[src/rtl/if_fetch_pkg.sv]
// Shared types and constants for the instruction fetch stage.
package if_fetch_pkg;

    localparam int unsigned PC_W        = 12;
    localparam int unsigned INSTR_W     = 32;
    localparam int unsigned WADDR_W     = PC_W - 2;
    localparam int unsigned FETCH_CNT_W = 32;
    localparam int unsigned STALL_CNT_W = 16;

    localparam logic [INSTR_W-1:0] NOP = 32'h0000_0000;

    // Fetch controller states.
    typedef enum logic [1:0] {
        ST_BOOT = 2'd0,
        ST_RUN  = 2'd1,
        ST_HOLD = 2'd2,
        ST_HALT = 2'd3
    } fetch_state_e;

    // Next sequential byte address; wraps modulo the PC width.
    function automatic logic [PC_W-1:0] pc_inc(input logic [PC_W-1:0] pc);
        return pc + PC_W'(4);
    endfunction

    // Force a byte address onto a word boundary.
    function automatic logic [PC_W-1:0] word_align(input logic [PC_W-1:0] pc);
        return {pc[PC_W-1:2], 2'b00};
    endfunction

endpackage

[src/rtl/fetch_perf_counters.sv]
// Optional fetch performance counters, present only when FETCH_PERF_EN is defined.
//   fetch_count: wrapping count of real instructions handed to decode.
//   stall_count: saturating count of cycles spent holding for a hazard.
`ifdef FETCH_PERF_EN
module fetch_perf_counters
    import if_fetch_pkg::*;
(
    input  logic                   clk,
    input  logic                   rst_n,
    input  logic                   fetch_pulse,
    input  logic                   hold_pulse,
    output logic [FETCH_CNT_W-1:0] fetch_count,
    output logic [STALL_CNT_W-1:0] stall_count
);

    // Count delivered instructions (wrapping) and hold cycles (saturating).
    always_ff @(posedge clk) begin
        if (!rst_n) begin
            fetch_count <= '0;
            stall_count <= '0;
        end else begin
            if (fetch_pulse) begin
                fetch_count <= fetch_count + FETCH_CNT_W'(1);
            end
            if (hold_pulse && (stall_count != {STALL_CNT_W{1'b1}})) begin
                stall_count <= stall_count + STALL_CNT_W'(1);
            end
        end
    end

endmodule
`endif

[src/rtl/if_fetch.sv]
// Instruction fetch stage: issues word addresses to a one-cycle-latency
// instruction memory and presents the returning word to the IF/ID register.
// Optional feature macro: FETCH_PERF_EN adds fetch_count/stall_count outputs.
module if_fetch
    import if_fetch_pkg::*;
#(
    parameter logic [PC_W-1:0] RESET_PC = 12'h000
) (
    input  logic               clk,
    input  logic               rst_n,
    input  logic               stall,
    input  logic               redirect,
    input  logic [PC_W-1:0]    redirect_pc,
    input  logic               halt,
    output logic [WADDR_W-1:0] imem_addr,
    output logic               imem_req,
    input  logic [INSTR_W-1:0] imem_rdata,
    output logic [PC_W-1:0]    pc_4,
    output logic [INSTR_W-1:0] instruction,
    output logic               go,
    output logic               clear,
    output logic               halted
`ifdef FETCH_PERF_EN
    ,
    output logic [FETCH_CNT_W-1:0] fetch_count,
    output logic [STALL_CNT_W-1:0] stall_count
`endif
);

    fetch_state_e       state_q, state_d;
    logic [PC_W-1:0]    req_pc_q, req_pc_d;
    logic [PC_W-1:0]    out_pc_q, out_pc_d;
    logic               out_valid_q, out_valid_d;
    logic [INSTR_W-1:0] hold_q, hold_d;
    logic [PC_W-1:0]    req_pc_inc;

    // The low target bits are dropped when the redirect address is word-aligned.
    logic unused_redirect_lsbs;
    assign unused_redirect_lsbs = ^redirect_pc[1:0];

    assign req_pc_inc = pc_inc(req_pc_q);
    assign imem_addr  = req_pc_q[PC_W-1:2];

    // During reset the presented PC is pinned to the boot address.
    assign pc_4 = rst_n ? pc_inc(out_pc_q) : pc_inc(RESET_PC);

    // State and datapath registers with synchronous active-low reset.
    always_ff @(posedge clk) begin
        if (!rst_n) begin
            state_q     <= ST_BOOT;
            req_pc_q    <= RESET_PC;
            out_pc_q    <= RESET_PC;
            out_valid_q <= 1'b0;
            hold_q      <= NOP;
        end else begin
            state_q     <= state_d;
            req_pc_q    <= req_pc_d;
            out_pc_q    <= out_pc_d;
            out_valid_q <= out_valid_d;
            hold_q      <= hold_d;
        end
    end

    // Next-state, PC sequencing and IF/ID control.
    always_comb begin
        state_d     = state_q;
        req_pc_d    = req_pc_q;
        out_pc_d    = out_pc_q;
        out_valid_d = out_valid_q;
        hold_d      = hold_q;
        go          = 1'b0;
        clear       = 1'b0;
        imem_req    = 1'b0;
        halted      = 1'b0;
        instruction = NOP;

        if (!rst_n) begin
            clear = 1'b1;
        end else if (state_q == ST_HALT) begin
            // Fetch is parked: keep feeding bubbles until reset.
            go     = 1'b1;
            clear  = 1'b1;
            halted = 1'b1;
        end else begin
            imem_req = 1'b1;

            case (state_q)
                ST_RUN:  instruction = imem_rdata;
                ST_HOLD: instruction = hold_q;
                default: instruction = NOP;
            endcase

            if (halt && out_valid_q) begin
                // Halt wins over redirect and stall; younger fetches are squashed.
                go      = 1'b1;
                clear   = 1'b1;
                state_d = ST_HALT;
            end else if (redirect) begin
                // Wrong-path word in flight is squashed; target returns next cycle.
                go          = 1'b1;
                clear       = 1'b1;
                req_pc_d    = word_align(redirect_pc);
                out_valid_d = 1'b0;
                hold_d      = NOP;
                state_d     = ST_RUN;
            end else begin
                case (state_q)
                    ST_BOOT: begin
                        go          = 1'b1;
                        clear       = 1'b1;
                        req_pc_d    = req_pc_inc;
                        out_pc_d    = req_pc_q;
                        out_valid_d = 1'b1;
                        state_d     = ST_RUN;
                    end
                    ST_RUN: begin
                        if (stall) begin
                            // Memory will move on, so park the current word.
                            hold_d  = imem_rdata;
                            state_d = ST_HOLD;
                        end else begin
                            go          = 1'b1;
                            clear       = ~out_valid_q;
                            req_pc_d    = req_pc_inc;
                            out_pc_d    = req_pc_q;
                            out_valid_d = 1'b1;
                        end
                    end
                    ST_HOLD: begin
                        if (!stall) begin
                            go          = 1'b1;
                            clear       = ~out_valid_q;
                            req_pc_d    = req_pc_inc;
                            out_pc_d    = req_pc_q;
                            out_valid_d = 1'b1;
                            state_d     = ST_RUN;
                        end
                    end
                    default: state_d = ST_HALT;
                endcase
            end
        end
    end

`ifdef FETCH_PERF_EN
    logic fetch_pulse;
    logic hold_pulse;

    assign fetch_pulse = go & ~clear;
    assign hold_pulse  = rst_n & (state_q == ST_HOLD);

    fetch_perf_counters u_perf (
        .clk         (clk),
        .rst_n       (rst_n),
        .fetch_pulse (fetch_pulse),
        .hold_pulse  (hold_pulse),
        .fetch_count (fetch_count),
        .stall_count (stall_count)
    );
`endif

endmodule

[config.mk]
export PLATFORM = sky130hd
export DESIGN_NAME = if_fetch
export DESIGN_NICKNAME = d
export VERILOG_FILES = /design/src/rtl/if_fetch_pkg.sv /design/src/rtl/fetch_perf_counters.sv /design/src/rtl/if_fetch.sv
export SDC_FILE = /design/constraint.sdc
export NUM_CORES = 1
export LEC_CHECK = 0
export CAP_MARGIN = 20
export CORE_UTILIZATION = 46
export CTS_CLUSTER_SIZE = 30
export DETAILED_ROUTE_END_ITERATION = 6
export PLACE_DENSITY = 0.89
export SLEW_MARGIN = 40
export SYNTH_ARGS = -nofsm -noshare
export SYNTH_HDL_FRONTEND = slang
export SYNTH_SLANG_ARGS = --single-unit
[constraint.sdc]
create_clock -name clk -period 2.1 [get_ports clk]
set_clock_uncertainty 0.15 [all_clocks]
set_input_delay 0.315 -clock clk [delete_from_list [all_inputs] [get_ports clk]]
set_output_delay 0.315 -clock clk [all_outputs]
set_load 0.01 [all_outputs]
* Yosys cells after proc, flatten, opt, wreduce, memory -nomap -nowiden
Index checks and enable logic that the tools add are counted.
Storage, ports and cells: flip-flop bits (word level) 59, bits in latches 0, RAM bits 0, bits in read-only memories 0, bits of input ports 49, memories 0
Cells by class: add/subtract/negate cells 2, $mul 0, divide/modulo/power cells 0, magnitude comparators 0, eq/ne operators 7, shifts and indexed selects 0, mux-type cells 36, bitwise logic cells 4, reductions and logical operators 11
Operator list (number):
- $mux 32 | 5
- $pmux 32 s2 | 1
- $mux 12 | 4
- $pmux 12 s2 | 2
- $add 12x3->12 const B | 2
- $mux 1 | 16
- $mux 2 | 4
- $ne 4x4->1 const B | 2
- $reduce_and 4->1 | 2
- $pmux 1 s2 | 3
- $pmux 2 s3 | 1
- $reduce_bool 2->1 | 3
- $reduce_and 5->1 | 1
- $eq 2x2->1 const B | 2
- $not 1->1 | 4
- $ne 3x2->1 const B | 1
- $reduce_and 3->1 | 1
- $reduce_bool 3->1 | 1
- $eq 2x1->1 const B | 1
- $logic_not 2->1 | 1
- $ne 2x2->1 const B | 1
- $reduce_or 2->1 | 1
- $logic_and 1x1->1 | 1

* Depth between registers and ports, before layout
depth in word-level cells 7, mapped depth 8

* Least setup slack after synthesis
No wires, ideal clock.
path type reg-to-output, from reg state_q[0], to out instruction[10], arrival time 1.381 ns, required time 1.635 ns, setup slack 0.254 ns, cell stages (with the launch flop) 6, buffers on the path 1, path through dfxtp_1 -> ha_1 -> nor2_1 -> nand2_1 -> buf_2 -> nor2_1
On the way: cells in the longest elaborated chain, start to end 4
Ends and longest elaborated chain:
- from (decl) | line if_fetch.sv:30 | fetch_state_e state_q, state_d;
- from (signal assigned) | line if_fetch.sv:56 | state_q <= state_d;
- $eq 2x2->1 or $eq 2x1->1 (tied branches) | line if_fetch.sv:87 | case (state_q)
- $pmux 32 s2 | line if_fetch.sv:87
- $mux 32 (*) | line if_fetch.sv:79 | end else if (state_q == ST_HALT) begin
- $mux 32 (*) | line if_fetch.sv:77 | if (!rst_n) begin
- to (decl) | line if_fetch.sv:19 | output logic [INSTR_W-1:0] instruction,
Every way passes the cells marked *; elsewhere a longest branch is shown, timed or not.

* Worst setup path after layout
from in rst_n, to out pc_4[2]
On the way: cells in the longest elaborated chain, start to end 1
Ends and longest elaborated chain:
- from (decl) | line if_fetch.sv:10 | input logic rst_n,
- $mux 12 | line if_fetch.sv:45 | assign pc_4 = rst_n ? pc_inc(out_pc_q) : pc_inc(RESET_PC);
- to (decl) | line if_fetch.sv:18 | output logic [PC_W-1:0] pc_4,
Every way passes these cells.

==> flow_summary.ini <==
[yosys]
synth_most_common_cell = nor2_1
async_flop_share = 0
synth_area_leader_cell = dfxtp_1
ys_ff_latch = 55
syn_area_um2 = 3060
yosysWarningCount = 0
seq_area_frac_synth = 0.359
synth_top_area_frac = 0.359
ys_top_cells_by_area = dfxtp_1 (36%), a22oi_1 (8.6%), nor2_1 (7.8%)
synthCells = 404
syn_avg_cell_area_um2 = 7.58
yosysUniqueCellTypes = 45
synth_commonest_cells = nor2_1 (64), dfxtp_1 (55), nand2_1 (48)
ys.flop_type = dfxtp_1
synth-edff-count = 0

[job]
maxCapViolations = 0

[timing]
rsz0062_at_grt = no
fmax_mhz = 492
setup_viol = 0
timing.hold.ws_ns = 0.305
drv_slew = 0
fin_tns_setup_ns = 0
post-route-period-util = 0.968
hold_viol = 0
fin_crit_ns = 2.03

[routing]
drtAntennaViolNets = 0
routedWlPerCell_um = 16.3
viasPerCell = 5.93
drt_iter0_markers = 186
drc = 0
drt_pass1_iterations = 7
vias = 3476
route.final.wire_length_mm = 9.54

[power]
netSwitchingPower_uw = 992
clockPowerShare = 0.219
netSwitchingFraction = 0.337
powerDensity_nw_per_um2 = 662
ir_worst_vdd_uv = 364
internal_power_uw = 1960
pwr-share-seq = 0.412
leakage_uw = 0.00176
combinationalPowerShare = 0.369

[die]
core_area_um2 = 6390
ios = 107
fp.dieW_um = 83.6
row_count = 29
dieArea_um2 = 6990
fp.dieH_um = 83.6
start_util = 0.480

[clock_network]
cts.sinks = 55
cts_setup_buffers = 0
worst_skew_pair.late_latency_ns = 0.31
hold_buffers = 0
cts_root_buf = clkbuf_8
cts_htree_levels = 2
cts_tree = built
path_clk_slew_ns = 0.09
cts.path.max_buffers = 2
cts_made_buffers = 5

[layout]
drive_gt1_frac = 0.230
area_delta_synth_final_pct = 45.4
diodes = 0
design_area_um2 = 4460
stdcell_count = 586
fin_nets = 564
nFillCells = 471
utilization = 0.698

[global_route]
antenna_found_initial = 0
grt_max_degree = 42
overflow = 0
grt_pass1_wl_mm = 15.7
grt_pass1_vias = 3268
track_usage = 0.271

[place]
place_area_um2 = 4270
portBuffers = 102
dp_hpwl_mm = 6.23
numPlacedInstances = 576
place_congestion = 0.882

[worst_setup_path]
path_max_fanout = 9
slowest_delay_ns = 0.53
crit_type = in -> out
critPathSlowestCell = clkdlybuf4s50_1
rr_startpoint = state_q[0]
r2r_cells = 8
crit_path_cell_trace = clkdlybuf4s50_1 -> buf_4 -> nand2_1 -> clkdlybuf4s50_1
worstSetupStartpointType = input pin
critical_path_arrival_ns = 1.57
worstSetupEndpointType = primary output
path_common_cell = clkdlybuf4s50_1
worstPathRequired_ns = 1.63
r2r_slack_ns = 0.18
timing.rr.end = hold_q[17]

[min_path]
hold_depth = 2
hold_class = reg -> reg
min-delay-start = hold_q[23]
hold_end = hold_q[23]

[run_status]
status = complete, no violations
[metrics by stage]
step / setup slack, ns / total power (uW)
3_5_place_dp: -0.386 / 2200
2_1_floorplan: 0.254 / 1750
6_report: 0.0673 / 2950
4_1_cts: -0.0447 / 2940
5_1_grt: 0.0126 / 3090
3_3_place_gp: -0.362 / 2170
[per-layer routing]
metal / vias up / track usage / part of all wire
met1: 1627 / 0.346 / 0.41
met5: - / 0 / 0
li1: 1639 / - / -
met2: 171 / 0.447 / 0.49
met3: 39 / 0.0425 / 0.063
met4: 0 / 0.125 / 0.039
[how the worst max path moves through the flow]
stage	startpoint	end	cells after the start	slack [ns]
final	rst_n	pc_4[2]	4	0.07
after global routing	state_q[1]	instruction[23]	6	0.01
after CTS	rst_n	pc_4[3]	4	-0.04
after detailed placement	rst_n	instruction[30]	7	-0.39
after global placement	rst_n	instruction[31]	7	-0.36
after floorplan	state_q[0]	instruction[10]	5	0.25
[cell families (layout without fill, tap and decap cells)]
family          Yosys count  in the layout  share of synthesized area
simple gates            170            170                      0.245
compound gates          110            110                      0.237
flops                    55             55                      0.359
buf+inv                  41            145                     0.0661
mux                      12             12                     0.0396
xor+xnor                  8              8                     0.0229
fa+ha+maj                 7              7                     0.0286
other cells               1              2                    0.00122
[area by class of cell]
cell class / instances / area [um2] / area share
Multi-Input combinational cell: 309 / 1940 / 0.436
Timing Repair Buffer: 130 / 1170 / 0.263
Sequential cell: 55 / 1110 / 0.250
Clock buffer: 7 / 96.3 / 0.0216
Tap cell: 77 / 96.3 / 0.0216
Inverter: 7 / 26.3 / 0.00590
Clock inverter: 1 / 7.51 / 0.00168
[cells in the final DEF, fill, tap and decap left out, types with 3 or more instances in the layout]
master            n
a211oi_1          4
a21oi_1          43
a22oi_1          15
a22oi_2          20
a31oi_1           3
and2_1            3
and3_1            3
buf_12            6
buf_2            17
buf_4            17
buf_6             3
clkbuf_2         18
clkbuf_8          7
clkdlybuf4s50_1  57
dfxtp_1          48
dfxtp_2           6
dlygate4sd2_1     9
ha_4              4
inv_1             3
inv_2             3
mux2i_1          11
nand2_1          47
nand3_1          33
nand3b_1          7
nand4_1           3
nor2_1           61
o21a_1            3
o21ai_0           3
xor2_1            6
[registers in the layout, indices dropped and copies added (netlist names)]
register / flops
hold_q: 32
out_pc_q: 10
req_pc_q: 10
state_q: 2
out_valid_q: 1
[critical path, delay by kind of cell]
| kind | cells | cell delay (ns) |
|---|---|---|
| simple gates | 1 | 0.08 |
| buf+inv | 3 | 1.17 |
[power by group through the flow]
| stage | sequential, uW | combinational [uW] | clock, uW |
|---|---|---|---|
| global placement | 1220 | 947 | 0 |
| floorplan | 1220 | 534 | 0 |
| global route | 1230 | 1170 | 696 |
| detailed placement | 1230 | 971 | 0 |
| finish | 1220 | 1090 | 646 |
| CTS | 1210 | 1080 | 651 |
[timing repair]
action                                  CTS  global route
pin swaps                                 3             1
gates cloned                              2             0
gates resized for setup                 156            31
endpoints found under the setup margin   45            30
(Power assumes the default switching activity.)
